==> config.mk <==
export PLATFORM = sky130hd
export DESIGN_NAME = fp_normalize_round
export DESIGN_NICKNAME = d
export VERILOG_FILES = /design/src/rtl/fp_pkg.sv /design/src/rtl/fp_normalize_round_lod.sv /design/src/rtl/fp_normalize_round.sv
export SDC_FILE = /design/constraint.sdc
export NUM_CORES = 1
export LEC_CHECK = 0
export ABC_CLOCK_PERIOD_IN_PS = 7800
export CAP_MARGIN = 25
export CELL_PAD_IN_SITES_DETAIL_PLACEMENT = 1
export CELL_PAD_IN_SITES_GLOBAL_PLACEMENT = 1
export CORE_MARGIN = 10
export CORE_UTILIZATION = 45
export DETAILED_ROUTE_END_ITERATION = 8
export DONT_BUFFER_PORTS = 1
export PLACE_DENSITY_LB_ADDON = 0.1
export SYNTH_ARGS = -nofsm -noshare
export SYNTH_HDL_FRONTEND = slang
export SYNTH_SLANG_ARGS = --single-unit
export TNS_END_PERCENT = 100
==> constraint.sdc <==
create_clock -name clk -period 7.8 [get_ports clk]
set_clock_uncertainty 0.1 [all_clocks]
set_input_delay 0.78 -clock clk [delete_from_list [all_inputs] [get_ports clk]]
set_output_delay 0.78 -clock clk [all_outputs]
set_load 0.005 [all_outputs]
==> src/rtl/fp_pkg.sv <==
// Shared constants and types for the normalize/round stage of the FP datapath.
package fp_pkg;

   // Bit positions inside the 3-bit flag word {overflow, underflow, inexact}.
   localparam int FLAG_OVF = 2;
   localparam int FLAG_UDF = 1;
   localparam int FLAG_INX = 0;

   // Exponent bias for a packed exponent of the given width.
   function automatic int fp_bias(input int exp_width);
      return (1 << (exp_width - 1)) - 1;
   endfunction

   // Smallest biased exponent that no longer encodes a finite number.
   function automatic int fp_exp_limit(input int exp_width);
      return (1 << exp_width) - 1;
   endfunction

   // Exception flags, laid out to match the out_flags bit order.
   typedef struct packed {
      logic ovf;
      logic udf;
      logic inx;
   } fp_flags_t;

endpackage

==> src/rtl/fp_normalize_round_lod.sv <==
// Leading-one detector: position of the most significant set bit.
module leading_one_detector #(
   parameter  int WIDTH = 27,
   localparam int PW    = $clog2(WIDTH)
) (
   input  logic [WIDTH-1:0] i_vec,
   output logic [PW-1:0]    o_pos,
   output logic             o_has_one
);

   // Scan upward so the highest set bit wins.
   always_comb begin
      o_pos = '0;
      for (int i = 0; i < WIDTH; i++) begin
         if (i_vec[i]) o_pos = PW'(i);
      end
   end

   assign o_has_one = |i_vec;

endmodule

==> src/rtl/fp_normalize_round.sv <==
// Normalize, round-to-nearest-even and pack stage. Stage 1 registers the raw
// result with its leading-one position; stage 2 shifts, rounds and registers
// the packed word straight into the outputs.
module fp_normalize_round
   import fp_pkg::*;
#(
   parameter int EXP_WIDTH  = 8,
   parameter int MANT_WIDTH = 23,
   parameter int IN_WIDTH   = MANT_WIDTH + 4
) (
   input  logic                  clk,
   input  logic                  rst_n,
   input  logic                  in_valid,
   output logic                  in_ready,
   input  logic                  in_sign,
   input  logic [EXP_WIDTH+1:0]  in_exp,
   input  logic [IN_WIDTH-1:0]   in_mant,
   output logic                  out_valid,
   input  logic                  out_ready,
   output logic                  out_sign,
   output logic [EXP_WIDTH-1:0]  out_exp,
   output logic [MANT_WIDTH-1:0] out_mant,
   output logic [2:0]            out_flags
);

   localparam int EW2 = EXP_WIDTH + 2;
   localparam int PW  = $clog2(IN_WIDTH);
   localparam int MW1 = MANT_WIDTH + 1;
   localparam int N   = IN_WIDTH - 2;
   localparam int GRD = N - 1 - MANT_WIDTH;

   localparam logic [IN_WIDTH-1:0]   STICKY_MASK = (IN_WIDTH'(1) << GRD) - IN_WIDTH'(1);
   localparam logic [PW-1:0]         POS_N       = PW'(N);
   localparam logic [PW-1:0]         POS_TOP     = PW'(IN_WIDTH - 1);
   localparam logic signed [EW2-1:0] EXP_LIMIT   = EW2'(fp_exp_limit(EXP_WIDTH));
   localparam logic signed [EW2-1:0] EXP_ZERO    = '0;

   logic                  w_s1_load;
   logic                  w_s2_load;
   logic [PW-1:0]         w_lod_pos;
   logic                  w_lod_has_one;

   logic                  r_s1_valid;
   logic                  r_s1_sign;
   logic signed [EW2-1:0] r_s1_exp;
   logic [IN_WIDTH-1:0]   r_s1_mant;
   logic [PW-1:0]         r_s1_pos;
   logic                  r_s1_zero;

   logic                  r_out_valid;
   logic                  r_out_sign;
   logic [EXP_WIDTH-1:0]  r_out_exp;
   logic [MANT_WIDTH-1:0] r_out_mant;
   fp_flags_t             r_out_flags;

   logic [PW-1:0]         w_lshift;
   logic [IN_WIDTH-1:0]   w_norm;
   logic                  w_shift_sticky;
   logic signed [EW2-1:0] w_exp_norm;
   logic signed [EW2-1:0] w_exp_final;
   logic [MANT_WIDTH-1:0] w_frac;
   logic                  w_guard;
   logic                  w_sticky;
   logic                  w_round_up;
   logic [MANT_WIDTH:0]   w_frac_rnd;
   logic [EXP_WIDTH-1:0]  w_exp_pack;
   logic [MANT_WIDTH-1:0] w_mant_pack;
   fp_flags_t             w_flags;
   logic                  w_unused;

   // A stage may load when its downstream slot is empty or draining this cycle.
   assign w_s2_load = !r_out_valid || out_ready;
   assign w_s1_load = !r_s1_valid || w_s2_load;
   assign in_ready  = w_s1_load;

   leading_one_detector #(
      .WIDTH (IN_WIDTH)
   ) u_lod (
      .i_vec     (in_mant),
      .o_pos     (w_lod_pos),
      .o_has_one (w_lod_has_one)
   );

   // Stage 1: capture the raw result together with its leading-one position.
   always_ff @(posedge clk) begin
      if (!rst_n) begin
         r_s1_valid <= 1'b0;
         r_s1_sign  <= 1'b0;
         r_s1_exp   <= '0;
         r_s1_mant  <= '0;
         r_s1_pos   <= '0;
         r_s1_zero  <= 1'b1;
      end else if (w_s1_load) begin
         r_s1_valid <= in_valid;
         if (in_valid) begin
            r_s1_sign <= in_sign;
            r_s1_exp  <= in_exp;
            r_s1_mant <= in_mant;
            r_s1_pos  <= w_lod_pos;
            r_s1_zero <= !w_lod_has_one;
         end
      end
   end

   // Stage 2 datapath: normalize to the hidden-bit position, round, classify.
   always_comb begin
      w_lshift       = '0;
      w_norm         = r_s1_mant;
      w_shift_sticky = 1'b0;
      w_exp_norm     = r_s1_exp;
      if (r_s1_pos == POS_TOP) begin
         // Carry into the top bit: one right shift, dropped bit joins sticky.
         w_norm         = r_s1_mant >> 1;
         w_shift_sticky = r_s1_mant[0];
         w_exp_norm     = r_s1_exp + EW2'(1);
      end else begin
         w_lshift   = POS_N - r_s1_pos;
         w_norm     = r_s1_mant << w_lshift;
         w_exp_norm = r_s1_exp - EW2'(w_lshift);
      end

      w_frac      = w_norm[N-1 -: MANT_WIDTH];
      w_guard     = w_norm[GRD];
      w_sticky    = (|(w_norm & STICKY_MASK)) | w_shift_sticky;
      w_round_up  = w_guard && (w_sticky || w_frac[0]);
      w_frac_rnd  = {1'b0, w_frac} + MW1'(w_round_up);
      // An all-ones fraction rounding up wraps to zero and bumps the exponent.
      w_exp_final = w_exp_norm + EW2'(w_frac_rnd[MANT_WIDTH]);

      w_exp_pack  = '0;
      w_mant_pack = '0;
      w_flags     = '0;
      if (r_s1_zero) begin
         w_flags = '0;
      end else if (w_exp_final >= EXP_LIMIT) begin
         w_exp_pack  = '1;
         w_flags.ovf = 1'b1;
         w_flags.inx = 1'b1;
      end else if (w_exp_final <= EXP_ZERO) begin
         // No subnormal support: anything below the normal range flushes.
         w_flags.udf = 1'b1;
         w_flags.inx = 1'b1;
      end else begin
         w_exp_pack  = w_exp_final[EXP_WIDTH-1:0];
         w_mant_pack = w_frac_rnd[MANT_WIDTH-1:0];
         w_flags.inx = w_guard || w_sticky;
      end
   end

   // The leading one and the bit above it are implied after normalization.
   assign w_unused = &{1'b0, w_norm[IN_WIDTH-1:N]};

   // Stage 2 output register: holds while the downstream stalls.
   always_ff @(posedge clk) begin
      if (!rst_n) begin
         r_out_valid <= 1'b0;
         r_out_sign  <= 1'b0;
         r_out_exp   <= '0;
         r_out_mant  <= '0;
         r_out_flags <= '0;
      end else if (w_s2_load) begin
         r_out_valid <= r_s1_valid;
         if (r_s1_valid) begin
            r_out_sign  <= r_s1_sign;
            r_out_exp   <= w_exp_pack;
            r_out_mant  <= w_mant_pack;
            r_out_flags <= w_flags;
         end
      end
   end

   assign out_valid = r_out_valid;
   assign out_sign  = r_out_sign;
   assign out_exp   = r_out_exp;
   assign out_mant  = r_out_mant;
   assign out_flags = r_out_flags;

endmodule

== After elaboration in Yosys (flattened, before gate mapping) ==
Cells that the tools add are included.
Word-level totals
  bits in registers: 81
  bits in latches: 0
  memory bits (writable): 0
  ROM bits: 0
  input bits: 42
  output and inout port bits: 37
  word-level logic and storage cells: 75
  memories: 0
Operators by class
  $add $sub $neg: 5
  multipliers: 0
  divide/modulo/power cells: 0
  order comparisons: 2
  equal/unequal tests: 1
  shift operators: 1
  mux-type cells: 41
  bitwise operators: 1
  reductions and logical operators: 11
Operators by type and width (number)
  $mux 23: 3
  $mux 5: 11
  $mux 4: 8
  $reduce_or 27->1: 1
  $shl 27x5->25: 1
  $mux 25: 1
  $add 23x1->24: 1
  $mux 8: 3
  $mux 3: 5
  $add 10x1->10: 1
  $add 10x2->10 const B: 1
  $ge 10x9->1 const B: 1
  $le 10x1->1 const B: 1
  $mux 10: 1
  $sub 10x5->10: 1
  $mux 1: 7
  $eq 5x5->1 const B: 1
  $sub 5x5->5 const A: 1
  $logic_or 1x1->1: 4
  $mux 2: 2
  $reduce_and 2->1: 2
  $logic_not 1->1: 3
  $logic_and 1x1->1: 1
  $or 1x1->1: 1

== Longest topological paths before layout ==
  depth after elaboration: 26
  mapped depth: 28
  mapped depth without buffers: 20

== Cells and area by module ==
From an unflattened synthesis, not the netlist that was laid out.
Unflattened totals
  cells, all modules: 804
  area total of the unflattened synthesis: 6661.4 um2
Modules (own cells, without submodules)
  fp_normalize_round: instances 1, cells each 751, area each 6357.3 um2, sequential area each 1601.5 um2
  leading_one_detector: instances 1, cells each 53, area each 304.0 um2, sequential area each 0.0 um2

== Least setup slack after synthesis ==
Ideal clock, no wire load.
  kind: reg-to-reg
  start: reg r_s1_pos[1]
  end: reg r_out_mant[19], in the netlist out_mant[19]
  library setup time: 0.117 ns
  arrival: 6.002 ns
  required time: 7.583 ns
  slack: 1.581 ns
  cell stages (with the launch flop): 25
  buffers on the path: 7
  clock period less this slack: 6.219 ns
  cells stage by stage: dfxtp_1 buf_6 buf_12 buf_6 buf_8 clkbuf_1 inv_1 ha_1 buf_2 or2_2 o32ai_1 o21ai_2 a2111oi_4 nand2_1 or3b_1 or4b_1 nor4_2 ha_1 a21boi_1 xnor2_1 or4b_2 a211oi_1 a211oi_2 buf_2 a22o_1
Between the ends
  cells in the longest elaborated chain, start to end: 12
  elaborated cells between the ends (all ways): 17
  those cells by class: add/sub (4); order compare (2); eq/ne (1); shift (1); mux (6); bitwise (1); reduce/logical (2)
Ends and longest elaborated chain
  start, declared: RTL line fp_normalize_round.sv:47  | logic [PW-1:0] r_s1_pos;
  start signal, assigned: RTL line fp_normalize_round.sv:99  | r_s1_pos <= w_lod_pos;
  $sub 5x5->5: RTL line fp_normalize_round.sv:117  | w_lshift = POS_N - r_s1_pos;
  $shl 27x5->25: RTL line fp_normalize_round.sv:118  | w_norm = r_s1_mant << w_lshift;
  $mux 25: RTL line fp_normalize_round.sv:111  | if (r_s1_pos == POS_TOP) begin
  $or 1x1->1: RTL line fp_normalize_round.sv:124  | w_sticky = (|(w_norm & STICKY_MASK)) | w_shift_sticky;
  $logic_or 1x1->1: RTL line fp_normalize_round.sv:125  | w_round_up = w_guard && (w_sticky || w_frac[0]);
  $logic_and 1x1->1: RTL line fp_normalize_round.sv:125
  $add 23x1->24: RTL line fp_normalize_round.sv:126  | w_frac_rnd = {1'b0, w_frac} + MW1'(w_round_up);
  $add 10x1->10: RTL line fp_normalize_round.sv:128  | w_exp_final = w_exp_norm + EW2'(w_frac_rnd[MANT_WIDTH]);
  $le 10x1->1: RTL line fp_normalize_round.sv:139  | end else if (w_exp_final <= EXP_ZERO) begin
  $mux 23: RTL line fp_normalize_round.sv:139
  $mux 23 *: RTL line fp_normalize_round.sv:135  | end else if (w_exp_final >= EXP_LIMIT) begin
  $mux 23 *: RTL line fp_normalize_round.sv:133  | if (r_s1_zero) begin
  end signal, assigned: RTL line fp_normalize_round.sv:166  | r_out_mant <= w_mant_pack;
  end, declared: RTL line fp_normalize_round.sv:53  | logic [MANT_WIDTH-1:0] r_out_mant;
Mark *: on every way between the ends. The rest lies on a longest branch, timed or not.
A chain may end at the register's enable or synchronous reset.

== Final worst setup path ==
  start: reg r_s1_pos[2]
  end: reg r_out_mant[20], in the netlist out_mant[20]
The elaborated chain is that of the path after synthesis.

==> flow_summary.html <==
<table>
<tr><th>Metric</th><th>Value</th></tr>
<tr><th colspan="2">Synth</th></tr>
<tr><td>Syn Inst Count</td><td>just over 700</td></tr>
<tr><td>Syn Nets</td><td>around 760</td></tr>
<tr><td>Dominant combinational cell family by area after synthesis</td><td>compound AO/OA/AOI/OAI gates</td></tr>
<tr><td>Per-instance average area after synthesis</td><td>approximately 8.6 sq um</td></tr>
<tr><td>Post-synthesis sequential area ratio</td><td>26.1%</td></tr>
<tr><td>Proportion of synthesized area in mux cells</td><td>~15%</td></tr>
<tr><td>Fraction of registers with async set/reset</td><td>0%</td></tr>
<tr><td>Count of flip-flops with a built-in enable after synthesis</td><td>0</td></tr>
<tr><td>Post-synthesis xor/xnor area fraction</td><td>roughly 6%</td></tr>
<tr><td>Netlist Area Pre-Place</td><td>around 0.006 sq mm</td></tr>
<tr><td>Top cell type's share of synthesized area</td><td>about a quarter</td></tr>
<tr><td>Largest area contributor in the netlist</td><td>dfxtp_1</td></tr>
<tr><td>Simple logic cell fraction of the synthesized area</td><td>approximately 22%</td></tr>
<tr><td>Top cell types by occurrence after synthesis</td><td>nand2_1 (125), dfxtp_1 (80), a21boi_0 (38)</td></tr>
<tr><td>FF+latch count, synth</td><td>80</td></tr>
<tr><td>Fraction of the mapped netlist area in compound gates</td><td>23.6%</td></tr>
<tr><td>Main area contributors after synthesis</td><td>dfxtp_1 (26%), mux4_2 (7.7%), nand2_1 (7.7%), a21boi_0 (4.7%), a22o_1 (4.0%)</td></tr>
<tr><td>Most used flip-flop cell after synthesis</td><td>dfxtp_1</td></tr>
<tr><td>Most common cell in the synthesized netlist</td><td>nand2_1</td></tr>
<tr><td>Count of synthesis-stage warnings from yosys</td><td>0</td></tr>
<tr><td>Share of synthesized cell area in full adder, half adder and majority cells</td><td>roughly 2.4%</td></tr>
<tr><td>Unique cell type count in the Yosys netlist</td><td>84</td></tr>
<tr><th colspan="2">Pwr</th></tr>
<tr><td>Total power divided by cell area</td><td>about 180 mW/mm^2</td></tr>
<tr><td>Total leakage power</td><td>about 2.3 nW</td></tr>
<tr><td>Maximum ir drop on the vdd rail</td><td>roughly 0.00013 V</td></tr>
<tr><td>Overall Power</td><td>about 1.2 mW</td></tr>
<tr><th colspan="2">Route</th></tr>
<tr><td>Per-cell via count in the routed design</td><td>between 6 and 7</td></tr>
<tr><td>Total iterations of the first detailed-routing run</td><td>4</td></tr>
<tr><td>DR vias</td><td>5,545</td></tr>
<tr><td>Antenna viol nets, final</td><td>0</td></tr>
<tr><td>Initial detailed-routing violation count</td><td>around 310</td></tr>
<tr><td>Final routed wirelength across all metal layers</td><td>about 20,000 um</td></tr>
<tr><td>Routed WL per cell</td><td>approximately 23 um</td></tr>
<tr><td>Residual DRC</td><td>0</td></tr>
<tr><th colspan="2">STA</th></tr>
<tr><td>Final setup fails</td><td>0</td></tr>
<tr><td>Time the final worst path needs with I/O delays and setup</td><td>between 6000 and 7000 ps</td></tr>
<tr><td>Least setup slack across all paths after layout</td><td>about 1700 ps</td></tr>
<tr><td>Highest Clock Rate</td><td>roughly 160 MHz</td></tr>
<tr><td>Final Hold Violating Endpoints</td><td>0</td></tr>
<tr><td>WHS</td><td>370 ps</td></tr>
<tr><td>Count of final max-slew check failures</td><td>0</td></tr>
<tr><td>Rel. slew slack</td><td>31.2%</td></tr>
<tr><td>Setup repair after global routing missed its margin</td><td>false</td></tr>
<tr><td>Post-route setup TNS</td><td>0 ps</td></tr>
<tr><td>Actual transition at the worst max-transition pin</td><td>approximately 1000 ps</td></tr>
<tr><td>Share of the cycle needed by the critical path after routing</td><td>~80%</td></tr>
<tr><th colspan="2">Layout</th></tr>
<tr><td>Finished layout cell area</td><td>0.00651 sq mm</td></tr>
<tr><td>Share of final-layout standard cells stronger than drive strength 1</td><td>between 10 and 15%</td></tr>
<tr><td>NumNets Final</td><td>between 700 and 800</td></tr>
<tr><td>Synthesis-to-layout area growth</td><td>6.19%</td></tr>
<tr><td>Fill cell instance count of the final layout</td><td>1,605</td></tr>
<tr><td>Fin cells</td><td>~870</td></tr>
<tr><td>Fin util</td><td>about half</td></tr>
<tr><td>Ant diodes</td><td>0</td></tr>
<tr><td>Sequential Area</td><td>~0.0016 sq mm</td></tr>
<tr><td>Footprint of the multi-input gates</td><td>roughly 0.0042 sq mm</td></tr>
<tr><th colspan="2">Floorplanning</th></tr>
<tr><td>Floorplan die height</td><td>~140 um</td></tr>
<tr><td>Number of top-level pins</td><td>79</td></tr>
<tr><td>Row count</td><td>42</td></tr>
<tr><td>DIE AREA</td><td>about 0.019 sq mm</td></tr>
<tr><td>Core region area</td><td>between 0.01 and 0.015 sq mm</td></tr>
<tr><td>Die width</td><td>between 100 and 150 um</td></tr>
<tr><td>Initial standard-cell utilization of the core</td><td>a little under half</td></tr>
<tr><th colspan="2">Place</th></tr>
<tr><td>Cells after DPL</td><td>roughly 850</td></tr>
<tr><td>Weighted congestion at the end of routability-driven global placement</td><td>around 0.93</td></tr>
<tr><td>Minimum setup slack after placement</td><td>between 1500 and 2000 ps</td></tr>
<tr><td>Port Buffer Count</td><td>0</td></tr>
<tr><td>Placement-stage cell area</td><td>0.00619 sq mm</td></tr>
<tr><td>Half-perimeter wire length after detailed placement</td><td>between 15,000 and 20,000 um</td></tr>
<tr><th colspan="2">Worst hold path</th></tr>
<tr><td>Worst min-delay path class</td><td>flip-flop to flip-flop</td></tr>
<tr><td>Launch point of the worst hold path</td><td>r_s1_sign$_SDFFE_PN0P_</td></tr>
<tr><th colspan="2">Clock tree</th></tr>
<tr><td>Buffers inserted during post-CTS setup optimization</td><td>0</td></tr>
<tr><td>Number of buffers added by the clock tree synthesis step</td><td>9</td></tr>
<tr><td>Post_cts resized</td><td>0</td></tr>
<tr><td>Quantity of hold-fixing buffers added after cts</td><td>0</td></tr>
<tr><td>Clock network latency to the later pin of the worst-skew pair</td><td>~350 ps</td></tr>
<tr><td>Clock input transition at the sequential cells of the worst setup and hold paths</td><td>60 ps</td></tr>
<tr><td>TritonCTS clock tree</td><td>done</td></tr>
<tr><td>Number of sinks on the clock net</td><td>80</td></tr>
<tr><td>H-tree Lvls</td><td>3</td></tr>
<tr><td>Number of buffers on the longest clock path</td><td>2</td></tr>
<tr><td>Clock tree root buffer cell</td><td>clkbuf_16</td></tr>
<tr><th colspan="2">Global routing</th></tr>
<tr><td>Initial antenna violation count</td><td>0</td></tr>
<tr><td>Wire length of the first global-routing pass</td><td>about 32,000 um</td></tr>
<tr><td>Vias in the first global route</td><td>between 5k and 6k</td></tr>
<tr><td>Global-route congestion overflow total</td><td>0</td></tr>
<tr><td>Maximum number of pins on one net before global-route repair</td><td>57</td></tr>
<tr><td>GRT Resource Usage Total</td><td>between 20 and 25%</td></tr>
<tr><th colspan="2">Status</th></tr>
<tr><td>Run status</td><td>complete, no violations</td></tr>
<tr><th colspan="2">Setup path</th></tr>
<tr><td>Worst-path fanout max</td><td>23</td></tr>
<tr><td>Startpoint type of the worst setup path</td><td>flip-flop</td></tr>
<tr><td>Critical path type</td><td>flip-flop to flip-flop</td></tr>
<tr><td>Launch point of the worst path</td><td>r_s1_pos[2]$_SDFFE_PN0P_</td></tr>
<tr><td>Reg-to-reg critical path startpoint</td><td>r_s1_pos[2]$_SDFFE_PN0P_</td></tr>
<tr><td>Arrival time of the worst setup path</td><td>6240 ps</td></tr>
<tr><td>Endpoint class of the critical path</td><td>flip-flop</td></tr>
<tr><td>Required @ worst endpoint</td><td>around 7900 ps</td></tr>
<tr><th colspan="2">Job</th></tr>
<tr><td>Max-cap check violation count</td><td>0</td></tr>
</table>
-- state kept, by name, indices dropped and copies added (netlist names), 3 cells and up --
name	flops
r_s1_pos	5
r_s1_exp	10
r_s1_mant	26
out_flags	3
out_mant	23
out_exp	8
-- cell families after synthesis --
group                    count (synthesis)
multiplexers                            56
adder cells (fa/ha/maj)                 11
AO/OA/AOI/OAI                          188
buffers and inverters                   64
XOR/XNOR                                41
flip-flops                              80
AND/OR/NAND/NOR                        271
-- cell usage in the layout, fill, tap and decap left out, types with 20 or more instances in the layout --
cell	synthesis	layout
nand2_1	125	125
dfxtp_1	80	79
a21boi_0	38	38
nor2_1	31	31
a22o_1	28	28
xnor2_1	27	27
nand3_1	24	24
o21ai_0	21	21
mux4_2	21	21
a21oi_1	20	20
-- critical path: stages, from the launching register on --
cell       delay, ps
dfxtp_1          440
inv_1             70
ha_1             570
inv_2            210
o32ai_1          480
o21ai_2          140
a2111oi_4        420
nand2_1          120
or3b_1           430
or4b_1           550
nor4_2           190
ha_1             220
a21boi_1         270
xnor2_1          190
or4b_2           620
a211oi_1         400
a211oi_2         120
buf_4            230
a22o_1           200
-- path summary, 6_finish.rpt --
| kind | cells after the start | slack, ps | to |
|---|---|---|---|
| worst max-delay path | 18 | 1690 | out_mant[20]$_SDFFE_PN0P_ |
| worst min register to register | 2 | 370 | r_s1_sign$_SDFFE_PN0P_ |
| worst min-delay path | 2 | 370 | r_s1_sign$_SDFFE_PN0P_ |
| worst max register to register | 18 | 1690 | out_mant[20]$_SDFFE_PN0P_ |
-- power by group --
part	internal, mW	total [mW]	switching, mW
combinational	0.125	0.300	0.175
clock	0.248	0.430	0.182
sequential	0.425	0.459	0.0335
-- layer usage --
| layer | vias up | part of all wire, % | track usage [%] |
|---|---|---|---|
| met1 | 2751 | 46 | 29.7 |
| li1 | 2587 | - | - |
| met2 | 176 | 45 | 33.7 |
| met3 | 31 | 7.3 | 4.29 |
| met5 | - | 0 | 0 |
| met4 | 0 | 2.2 | 7.87 |
-- layout make-up --
type | instances | area share, %
tap | 176 | 3.38
timing repair buffer | 10 | 1.46
clock buffer | 11 | 3.58
sequential | 80 | 24.6
inverter | 19 | 1.10
clock inverter | 5 | 0.885
multi-input combinational | 567 | 65.0
Power figures use the tool's default switching activity.
